$ cat src/rtl/dcsk_tx_scheduler_pkg.sv
// ---------------------------------------------------------------------------
// dcsk_tx_scheduler_pkg
//   Shared types for the DCSK transmit scheduler.
//   sf_t          : spreading factor code, as seen by the tx and the demodulator
//   sched_state_t : scheduler FSM states
//   sched_entry_t : one queued request ({sf, msg})
// ---------------------------------------------------------------------------
package dcsk_tx_scheduler_pkg;

    typedef enum logic [1:0] {
        SF4  = 2'd0,
        SF8  = 2'd1,
        SF16 = 2'd2,
        SF32 = 2'd3
    } sf_t;

    typedef enum logic [2:0] {
        IDLE       = 3'd0,
        LOAD       = 3'd1,
        ISSUE      = 3'd2,
        WAIT_START = 3'd3,
        WAIT_DONE  = 3'd4,
        GAP        = 3'd5
    } sched_state_t;

    localparam int MSG_W = 32;
    localparam int SF_W  = $bits(sf_t);

    typedef struct packed {
        sf_t              sf;
        logic [MSG_W-1:0] msg;
    } sched_entry_t;

    localparam int ENTRY_W = $bits(sched_entry_t);

endpackage

$ cat src/rtl/dcsk_tx_scheduler_fifo.sv
// ---------------------------------------------------------------------------
// sched_fifo
//   Synchronous request queue for the DCSK tx scheduler. The head entry is
//   always visible on o_data; a pop advances to the next entry.
// Ports
//   i_clk, i_arst_n : clock, async active-low reset (flushes the queue)
//   i_push, i_data  : write an entry (ignored when full)
//   i_pop           : drop the head entry (ignored when empty)
//   o_data          : head entry
//   o_full, o_empty : occupancy flags
//   o_count         : number of stored entries (0..DEPTH)
// ---------------------------------------------------------------------------
module sched_fifo #(
    parameter int DEPTH = 4,
    parameter int W     = 34
) (
    input  logic                     i_clk,
    input  logic                     i_arst_n,
    input  logic                     i_push,
    input  logic [W-1:0]             i_data,
    input  logic                     i_pop,
    output logic [W-1:0]             o_data,
    output logic                     o_full,
    output logic                     o_empty,
    output logic [$clog2(DEPTH):0]   o_count
);

    localparam int AW = $clog2(DEPTH);

    logic [W-1:0]  mem [DEPTH];
    logic [AW-1:0] wr_ptr;
    logic [AW-1:0] rd_ptr;
    logic [AW:0]   count;
    logic          do_push;
    logic          do_pop;

    assign o_full  = (count == (AW+1)'(DEPTH));
    assign o_empty = (count == '0);
    assign o_count = count;
    assign o_data  = mem[rd_ptr];

    assign do_push = i_push && !o_full;
    assign do_pop  = i_pop && !o_empty;

    // Pointers wrap naturally because DEPTH is a power of two.
    always_ff @(posedge i_clk or negedge i_arst_n) begin
        if (!i_arst_n) begin
            wr_ptr <= '0;
            rd_ptr <= '0;
            count  <= '0;
        end else begin
            if (do_push) wr_ptr <= wr_ptr + 1'b1;
            if (do_pop)  rd_ptr <= rd_ptr + 1'b1;
            case ({do_push, do_pop})
                2'b10:   count <= count + 1'b1;
                2'b01:   count <= count - 1'b1;
                default: count <= count;
            endcase
        end
    end

    // Storage needs no reset: the pointers alone define what is valid.
    always_ff @(posedge i_clk) begin
        if (do_push) mem[wr_ptr] <= i_data;
    end

endmodule

$ cat src/rtl/dcsk_tx_scheduler.sv
// ---------------------------------------------------------------------------
// dcsk_tx_scheduler
//   Sequences the DCSK transmitter: queues (msg, SF) requests, reloads the
//   chaos seed between frames, issues one send per message, waits for the
//   frame to finish and then inserts a programmable idle gap.
// Ports
//   i_clk, i_arst_n   : clock, async active-low reset
//   i_enable          : 0 lets the current frame finish, then parks in IDLE
//   i_req_valid/o_req_ready, i_req_msg, i_req_sf : request handshake
//   i_seed, i_seed_wr : new seed value and its write strobe
//   i_gap_len         : idle cycles after each frame (sampled at frame end)
//   o_tx_seed, o_tx_load_seed, o_tx_send, o_tx_msg, o_tx_sf : to the tx
//   i_tx_is_sending   : tx busy flag
//   o_busy, o_level, o_sent_cnt, o_err_timeout : status
// ---------------------------------------------------------------------------
module dcsk_tx_scheduler
    import dcsk_tx_scheduler_pkg::*;
#(
    parameter int FIFO_DEPTH = 4,
    parameter int SEED_W     = 32,
    parameter int GAP_W      = 4,
    parameter int START_TO   = 8
) (
    input  logic                         i_clk,
    input  logic                         i_arst_n,
    input  logic                         i_enable,
    input  logic                         i_req_valid,
    output logic                         o_req_ready,
    input  logic [MSG_W-1:0]             i_req_msg,
    input  logic [SF_W-1:0]              i_req_sf,
    input  logic [SEED_W-1:0]            i_seed,
    input  logic                         i_seed_wr,
    input  logic [GAP_W-1:0]             i_gap_len,
    output logic [SEED_W-1:0]            o_tx_seed,
    output logic                         o_tx_load_seed,
    output logic                         o_tx_send,
    output logic [MSG_W-1:0]             o_tx_msg,
    output logic [SF_W-1:0]              o_tx_sf,
    input  logic                         i_tx_is_sending,
    output logic                         o_busy,
    output logic [$clog2(FIFO_DEPTH):0]  o_level,
    output logic [15:0]                  o_sent_cnt,
    output logic                         o_err_timeout
);

    localparam int TMR_W = $clog2(START_TO + 1);

    sched_state_t      state;
    sched_state_t      state_next;

    logic              fifo_full;
    logic              fifo_empty;
    logic              fifo_pop;
    logic              fifo_push;
    logic [ENTRY_W-1:0] fifo_rdata;
    sched_entry_t      push_entry;
    sched_entry_t      head_entry;

    logic              seed_pending;
    logic [TMR_W-1:0]  timer;
    logic [GAP_W-1:0]  gap_cnt;

    logic              load_fire;
    logic              send_fire;
    logic              timeout_fire;
    logic              done_fire;

    logic [SEED_W-1:0] tx_seed;
    logic              tx_load_seed;
    logic              tx_send;
    logic [MSG_W-1:0]  tx_msg;
    sf_t               tx_sf;
    logic [15:0]       sent_cnt;
    logic              err_timeout;

    assign fifo_push  = i_req_valid && o_req_ready;
    assign push_entry = '{sf: sf_t'(i_req_sf), msg: i_req_msg};
    assign head_entry = sched_entry_t'(fifo_rdata);

    sched_fifo #(
        .DEPTH (FIFO_DEPTH),
        .W     (ENTRY_W)
    ) u_fifo (
        .i_clk    (i_clk),
        .i_arst_n (i_arst_n),
        .i_push   (fifo_push),
        .i_data   (push_entry),
        .i_pop    (fifo_pop),
        .o_data   (fifo_rdata),
        .o_full   (fifo_full),
        .o_empty  (fifo_empty),
        .o_count  (o_level)
    );

    // Seed reloads are only started from IDLE, so a write that lands during
    // a frame waits until the frame and its gap are over.
    always_comb begin
        state_next   = state;
        fifo_pop     = 1'b0;
        load_fire    = 1'b0;
        send_fire    = 1'b0;
        timeout_fire = 1'b0;
        done_fire    = 1'b0;
        case (state)
            IDLE: begin
                if (seed_pending) begin
                    state_next = LOAD;
                end else if (i_enable && !fifo_empty) begin
                    state_next = ISSUE;
                    fifo_pop   = 1'b1;
                end
            end
            LOAD: begin
                load_fire  = 1'b1;
                state_next = IDLE;
            end
            ISSUE: begin
                send_fire  = 1'b1;
                state_next = WAIT_START;
            end
            WAIT_START: begin
                if (i_tx_is_sending) begin
                    state_next = WAIT_DONE;
                end else if (timer == TMR_W'(START_TO - 1)) begin
                    timeout_fire = 1'b1;
                    state_next   = GAP;
                end
            end
            WAIT_DONE: begin
                if (!i_tx_is_sending) begin
                    done_fire  = 1'b1;
                    state_next = GAP;
                end
            end
            GAP: begin
                // A zero gap still spends one cycle here.
                if (gap_cnt <= GAP_W'(1)) state_next = IDLE;
            end
            default: state_next = IDLE;
        endcase
    end

    always_ff @(posedge i_clk or negedge i_arst_n) begin
        if (!i_arst_n) begin
            state        <= IDLE;
            seed_pending <= 1'b0;
            timer        <= '0;
            gap_cnt      <= '0;
            tx_seed      <= '0;
            tx_load_seed <= 1'b0;
            tx_send      <= 1'b0;
            tx_msg       <= '0;
            tx_sf        <= SF4;
            sent_cnt     <= '0;
            err_timeout  <= 1'b0;
        end else begin
            state        <= state_next;
            tx_load_seed <= load_fire;
            tx_send      <= send_fire;

            if (fifo_pop) begin
                tx_msg <= head_entry.msg;
                tx_sf  <= head_entry.sf;
            end

            // A write in the same cycle as a reload keeps the flag set, so
            // the newer seed still gets loaded.
            if (i_seed_wr) begin
                tx_seed      <= i_seed;
                seed_pending <= 1'b1;
            end else if (load_fire) begin
                seed_pending <= 1'b0;
            end

            // timer counts cycles spent in WAIT_START, from the send pulse on.
            if (send_fire) begin
                timer <= '0;
            end else if (state == WAIT_START) begin
                timer <= timer + 1'b1;
            end

            if (timeout_fire) err_timeout <= 1'b1;
            if (done_fire)    sent_cnt    <= sent_cnt + 1'b1;

            if (timeout_fire || done_fire) begin
                gap_cnt <= i_gap_len;
            end else if (state == GAP && gap_cnt > GAP_W'(1)) begin
                gap_cnt <= gap_cnt - 1'b1;
            end
        end
    end

    assign o_req_ready    = !fifo_full;
    assign o_busy         = (state != IDLE) || !fifo_empty;
    assign o_tx_seed      = tx_seed;
    assign o_tx_load_seed = tx_load_seed;
    assign o_tx_send      = tx_send;
    assign o_tx_msg       = tx_msg;
    assign o_tx_sf        = tx_sf;
    assign o_sent_cnt     = sent_cnt;
    assign o_err_timeout  = err_timeout;

endmodule

$ cat config.mk
export PLATFORM = sky130hd
export DESIGN_NAME = dcsk_tx_scheduler
export DESIGN_NICKNAME = d
export VERILOG_FILES = /design/src/rtl/dcsk_tx_scheduler_pkg.sv /design/src/rtl/dcsk_tx_scheduler_fifo.sv /design/src/rtl/dcsk_tx_scheduler.sv
export SDC_FILE = /design/constraint.sdc
export NUM_CORES = 1
export LEC_CHECK = 0
export BUFFER_PORTS_ARGS = -buffer_cell sky130_fd_sc_hd__clkbuf_2
export CAP_MARGIN = 20
export CORE_MARGIN = 2
export CORE_UTILIZATION = 45
export DETAILED_ROUTE_END_ITERATION = 8
export PLACE_DENSITY = 0.7
export REMOVE_ABC_BUFFERS = 1
export SLEW_MARGIN = 30
export SYNTH_ARGS = -nofsm -noshare
export SYNTH_HDL_FRONTEND = slang
export SYNTH_SLANG_ARGS = --single-unit
$ cat constraint.sdc
create_clock -name i_clk -period 6.4 [get_ports i_clk]
set_input_delay 1.92 -clock i_clk [delete_from_list [all_inputs] [get_ports i_clk]]
set_output_delay 1.92 -clock i_clk [all_outputs]
set_load 0.05 [all_outputs]
# Yosys cells after proc, flatten, opt, wreduce, memory -nomap -nowiden
# Memories as Yosys holds them, arrays and structs flattened. A register that Yosys moved wholly into a read port is not among the register bits.
# Cells that the tools add are included.
[op_classes]
add_sub_neg = 7
order_cmp = 2
n_eq_ne = 13
mux = 26
n_reduce_logical = 18
[op_table]
columns = ["op", "n"]
rows = [
  ["$mux 3", 6],
  ["$add 16x1->16 const B", 1],
  ["$mux 4", 4],
  ["$pmux 3 s5", 1],
  ["$mux 1", 14],
  ["$eq 3x3->1 const B", 3],
  ["$reduce_bool 2->1", 4],
  ["$eq 3x2->1 const B", 2],
  ["$logic_not 3->1", 2],
  ["$ne 3x3->1 const B", 2],
  ["$pmux 3 s2", 1],
  ["$logic_and 1x1->1", 5],
  ["$add 2x1->2 const B", 2],
  ["$add 4x1->4 const B", 1],
  ["$eq 4x3->1 const B", 1],
  ["$gt 4x1->1 const B", 1],
  ["$le 4x1->1 const B", 1],
  ["$ne 2x2->1 const B", 2],
  ["$reduce_and 4->1", 1],
  ["$sub 4x1->4 const B", 1],
  ["$add 3x1->3 const B", 1],
  ["$eq 3x1->1 const B", 1],
  ["$logic_not 1->1", 3],
  ["$reduce_bool 3->1", 1],
  ["other kinds (4)", 5],
]
[word_totals]
ff_bits = 70
ramBits = 136
in_bits = 76
out_inout_bits = 90
word_cells = 79
mem_count = 1
[mem_list]
columns = ["name", "words", "width", "read_ports", "rd_clocked_by_memory_dff", "write_ports", "line_no", "source"]
rows = [
  ["u_fifo.mem", 4, 34, 1, 1, 1, "dcsk_tx_scheduler_fifo.sv:30", "logic [W-1:0] mem [DEPTH];"],
]

# Longest topological paths before layout
[logic_depth]
ltp_word = 9
ltp_mapped = 10
ltp_nobuf = 10

# Hierarchy
# A second synthesis with hierarchy kept.
[unflattened]
cells_unflattened = 509
area_unflattened_um2 = 9429.0
[modules_own_cells]
columns = ["module", "n_inst", "cells_each", "area_each_um2", "seq_area_each_um2"]
rows = [
  ["sched_fifo", 1, 215, 5385.2, 4259.1],
  ["dcsk_tx_scheduler", 1, 294, 4043.9, 2427.3],
]

# Worst setup path after synthesis
# Ideal clock, no wire load.
[synth_path]
kind = "input to register"
start = "input port i_enable"
end = "register u_fifo.count[2] (netlist: u_fifo.o_count[2])"
setup_ps = 82
arrival_ps = 3371
t_required_ps = 6318
setup_slack_ps = 2947
path_stages = 8
n_path_buf = 1
cell_sequence = "nor4bb_1 > buf_2 > ha_1 > inv_1 > fa_1 > xor2_1 > nor2_1 > xor2_1"
[synth_between]
elab_chain_len = 7
elab_cells_between_ends = 9
cone_classes = "eq/ne (2); mux (4); reduce/logical (3)"
[synth_lines]
columns = ["element", "line_no", "source"]
rows = [
  ["from (decl)", "dcsk_tx_scheduler.sv:26", "input logic i_enable,"],
  ["$logic_and 1x1->1 *", "dcsk_tx_scheduler.sv:108", "end else if (i_enable && !fifo_empty) begin"],
  ["$mux 1 *", "dcsk_tx_scheduler.sv:108", ""],
  ["$mux 1 *", "dcsk_tx_scheduler.sv:106", "if (seed_pending) begin"],
  ["$mux 1 *", "dcsk_tx_scheduler.sv:104", "case (state)"],
  ["$logic_and 1x1->1 *", "dcsk_tx_scheduler_fifo.sv:43", "assign do_pop = i_pop && !o_empty;"],
  ["named net u_fifo.do_pop", "dcsk_tx_scheduler_fifo.sv:35", "logic do_pop;"],
  ["$eq 2x1->1 or $eq 2x2->1 (tied branches)", "dcsk_tx_scheduler_fifo.sv:54", "case ({do_push, do_pop})"],
  ["$pmux 3 s2 or $reduce_bool 2->1 (tied branches)", "-", ""],
  ["to (signal assigned)", "dcsk_tx_scheduler_fifo.sv:55", "2'b10: count <= count + 1'b1;"],
  ["to (signal assigned)", "dcsk_tx_scheduler_fifo.sv:56", "2'b01: count <= count - 1'b1;"],
  ["to (signal assigned)", "dcsk_tx_scheduler_fifo.sv:57", "default: count <= count;"],
  ["to (decl)", "dcsk_tx_scheduler_fifo.sv:33", "logic [AW:0] count;"],
]
# Mark *: on every way through the listed nets, which the timed path passes. The rest lies on a longest branch.
# A chain may end at the register's enable or synchronous reset.

# Final worst setup path
[layout_path]
start = "register state[0]"
end = "output port o_busy"
[layout_between]
elab_chain_len = 2
[layout_lines]
columns = ["element", "line_no", "source"]
rows = [
  ["from (decl)", "dcsk_tx_scheduler.sv:48", "sched_state_t state;"],
  ["from (signal assigned)", "dcsk_tx_scheduler.sv:157", "state <= state_next;"],
  ["$reduce_bool 3->1", "dcsk_tx_scheduler.sv:194", "assign o_busy = (state != IDLE) || !fifo_empty;"],
  ["$logic_or 1x1->1", "dcsk_tx_scheduler.sv:194", ""],
  ["to (decl)", "dcsk_tx_scheduler.sv:40", "output logic o_busy,"],
]
# No other way between the ends.

==> reports/metrics.yaml <==
status:
  outcome: "complete, no violations"
cts:
  cts_hold_buf: 0
  cts_tree: "done"
  cts-root-buf: "clkbuf_16"
  numClockSinks: 240
  cts-resized-gates: 0
  clockBufferDepth: 3
  h-tree-depth: 1
  clkSlewWorstSetupHoldPaths_ns: 0.06
  insertion_delay_ns: 0.51
  cts_buffers: 25
  cts_setup_buffers: 0
critical_path:
  worstPathCellList: "nor3_1 > nand2_1 > clkbuf_2"
  worstReg2RegStart: "state[0]"
  r2r_slack_ns: 3.42
  slowest_stage: "dfrtp_1"
  crit_path_max_incr_delay_ns: 0.53
  r2r_end: "u_fifo.o_count[2]"
  critPathArrivalTime_ns: 1.79
  crit_required_ns: 4.48
  worstSetupPathType: "reg2out"
  reg2reg_depth: 9
  crit_path_start_kind: "register"
  cp_max_fo: 14
  crit_path_end_kind: "output port"
synth:
  synthesis.area_sq_mm: 0.00925
  synth_top_family_by_area: "multiplexers"
  synthCells: 501
  yosys.area.top_type_share_pct: 44.1
  yosys_register_bits: 240
  synth.distinct_cells: 48
  yosys.area_share.simple_pct: 4.18
  synth-edff-count: 136
  synth_ff_type: "edfxtp_1"
  synth.area.top_cells: "edfxtp_1 (44%), dfrtp_1 (28%), mux4_2 (8.3%), mux2_2 (6.5%), mux2_1 (1.7%)"
  synth_compound_gate_area_share_pct: 1.65
  synthArstFlopShare_pct: 43.3
  yosysWarningCount: 0
  synth_fa_ha_area_share_pct: 1.43
  yosysSeqAreaShare_pct: 72.3
  synth_area_leader_cell: "edfxtp_1"
  synth_xor_area_share_pct: 2.18
  syn_avg_cell_area_sq_um: 18.5
  muxShareOfSynthArea_pct: 16.7
placement:
  dp_slack_ns: 2.42
  placed_area_sq_mm: 0.0104
  gp_congestion: 0.776
  hpwlAfterDp_microns: 11700
  io_buffers: 165
global_route:
  track_usage_pct: 16.7
  grt_max_degree: 61
  grt_overflow: 0
  grt_pass1_wl_microns: 28500
  grt_pass1_vias: 5413
  antenna_found_initial: 0
pwr:
  power_density_mw_per_mm2: 466
  p_clk_share_pct: 27.8
  p_switching_w: 0.00179
  p_int_w: 0.00346
  comb_power_share_pct: 28.9
  swShare_pct: 34.2
  power.sequential.fraction_pct: 43.3
  leakage_nw: 4.60
  ir_drop_v: 0.000316
routing:
  drt-pass1-iter-count: 4
  vias: 5019
  drt_drc_violations_left: 0
  wire_per_inst_microns: 18.6
  wl_microns: 18000
  drtAntennaViolNets: 0
  initialDrtViolationCount: 169
  routed_via_density: 5.18
timing:
  hold_viol: 0
  timing.setup.tns_ns: 0
  finalSetupViolCount: 0
  rsz0062_at_grt: "false"
  fin_crit_ns: 3.71
  slew_viol_final: 0
  fin_ws_ns: 2.69
  fmax_mhz: 269
  fin_worst_skew_ns: 0.00908
  post-route-period-util_pct: 58.0
  whs_ns: 0.479
  worst_pin_slew_ns: 0.946
  relSlewSlack_pct: 36.9
hold_path:
  hold_depth: 1
  holdPathEnd: "o_sent_cnt[15]"
  min_from: "o_sent_cnt[15]"
  min_path_type: "reg2reg"
die:
  core_area_sq_mm: 0.0202
  dieArea_sq_mm: 0.0217
  boundaryPins: 166
  start_util_pct: 45.7
  die_width_microns: 147
  die_y_microns: 147
  rows: 52
job:
  drv_cap: 0
final_layout:
  design_area_sq_mm: 0.0113
  drive_gt1_share_pct: 44.0
  syn_to_final_growth_pct: 21.8
  insertedDiodeCount: 0
  final_nets: 765
[routing by layer]
| layer | GRT usage [%] | vias to the layer above | share of wire, % |
|---|---|---|---|
| li1 | - | 2266 | - |
| met1 | 21.2 | 2556 | 42 |
| met2 | 29.2 | 170 | 50 |
| met3 | 4.32 | 27 | 6.5 |
| met4 | 3.89 | 0 | 1.9 |
| met5 | 0 | - | 0 |
[cell usage in the layout, fill, tap and decap left out, types with 2 or more instances in the layout]
cell type / instances
clkbuf_2: 164
edfxtp_1: 136
dfrtp_1: 102
mux2_2: 53
mux4_2: 34
clkbuf_16: 25
inv_1: 16
nand2_1: 16
mux2_1: 14
xnor2_1: 14
nor2_1: 12
xor2_1: 9
ha_1: 9
nand3_1: 8
clkbuf_1: 7
nand4_1: 6
nor3_1: 5
a21oi_1: 5
clkinv_2: 5
bufinv_16: 4
buf_4: 4
and3_2: 3
o21ai_0: 3
clkinv_1: 3
buf_12: 3
nand2b_1: 2
nand3b_1: 2
o31a_1: 2
o21bai_1: 2
mux2i_1: 2
o31ai_1: 2
dfrtp_2: 2
[Yosys cell counts, types with 2 or more instances]
| cell | instances |
|---|---|
| a21oi_1 | 5 |
| and3_1 | 4 |
| buf_1 | 3 |
| buf_2 | 6 |
| buf_4 | 2 |
| clkbuf_1 | 9 |
| dfrtp_1 | 104 |
| edfxtp_1 | 136 |
| ha_1 | 9 |
| inv_1 | 16 |
| mux2_1 | 14 |
| mux2_2 | 53 |
| mux2i_1 | 2 |
| mux4_2 | 34 |
| nand2_1 | 16 |
| nand2b_1 | 2 |
| nand3_1 | 8 |
| nand3b_1 | 2 |
| nand4_1 | 6 |
| nor2_1 | 12 |
| nor3_1 | 5 |
| o21ai_0 | 3 |
| o21bai_1 | 2 |
| o31a_1 | 2 |
| o31ai_1 | 2 |
| xnor2_1 | 14 |
| xor2_1 | 9 |
[cell families after synthesis]
family | count (synthesis)
flops | 240
mux | 103
simple gates | 67
buf+inv | 36
xor+xnor | 23
compound gates | 22
fa+ha+maj | 10
[critical path, delay by kind of cell, from the launching register on]
kind	cells	cell delay [ns]
buf+inv	1	0.27
flops	1	0.53
simple gates	2	0.47
[through the flow]
stage / cells / total power, W / util [%]
2_1_floorplan: 481 / 0.00337 / -
3_3_place_gp: 919 / 0.00377 / 51.3
3_5_place_dp: 922 / 0.00385 / 51.6
4_1_cts: 968 / 0.00532 / 55.7
5_1_grt: 968 / 0.00551 / 55.7
6_report: 968 / 0.00525 / 55.7
[registers in the layout, indices dropped and copies added (netlist names), 3 cells and up]
name,cells
timer,4
o_sent_cnt,16
o_tx_msg,32
u_fifo.o_count,3
o_tx_seed,32
u_fifo.mem,136
state,3
gap_cnt,4
[how the worst max path moves through the flow]
stage,start,to,slack (ns),cells after the start
2_1_floorplan,i_enable,u_fifo.o_count[2],-0.60,7
3_3_place_gp,i_enable,u_fifo.o_count[2],2.45,9
3_5_place_dp,i_enable,u_fifo.o_count[2],2.42,9
4_1_cts,state[0],o_busy,2.65,3
5_1_grt,state[0],o_busy,2.59,3
6_report,state[0],o_busy,2.69,3
[power by group through the flow]
stage / Clock [W] / Combinational, W / Sequential [W]
after floorplan: 0 / 0.000620 / 0.00275
after CTS: 0.00149 / 0.00154 / 0.00229
after global routing: 0.00156 / 0.00162 / 0.00232
final: 0.00146 / 0.00152 / 0.00228
after detailed placement: 0 / 0.00153 / 0.00231
after global placement: 0 / 0.00148 / 0.00229
[layout make-up]
type,instances,area (sq um)
Fill cell,1619,8970
Sequential cell,240,6690
Multi-Input combinational cell,225,2440
Timing Repair Buffer,171,911
Clock buffer,33,666
Tap cell,270,338
Clock inverter,13,165
Inverter,16,60.1
Power figures use the tool's default switching activity.
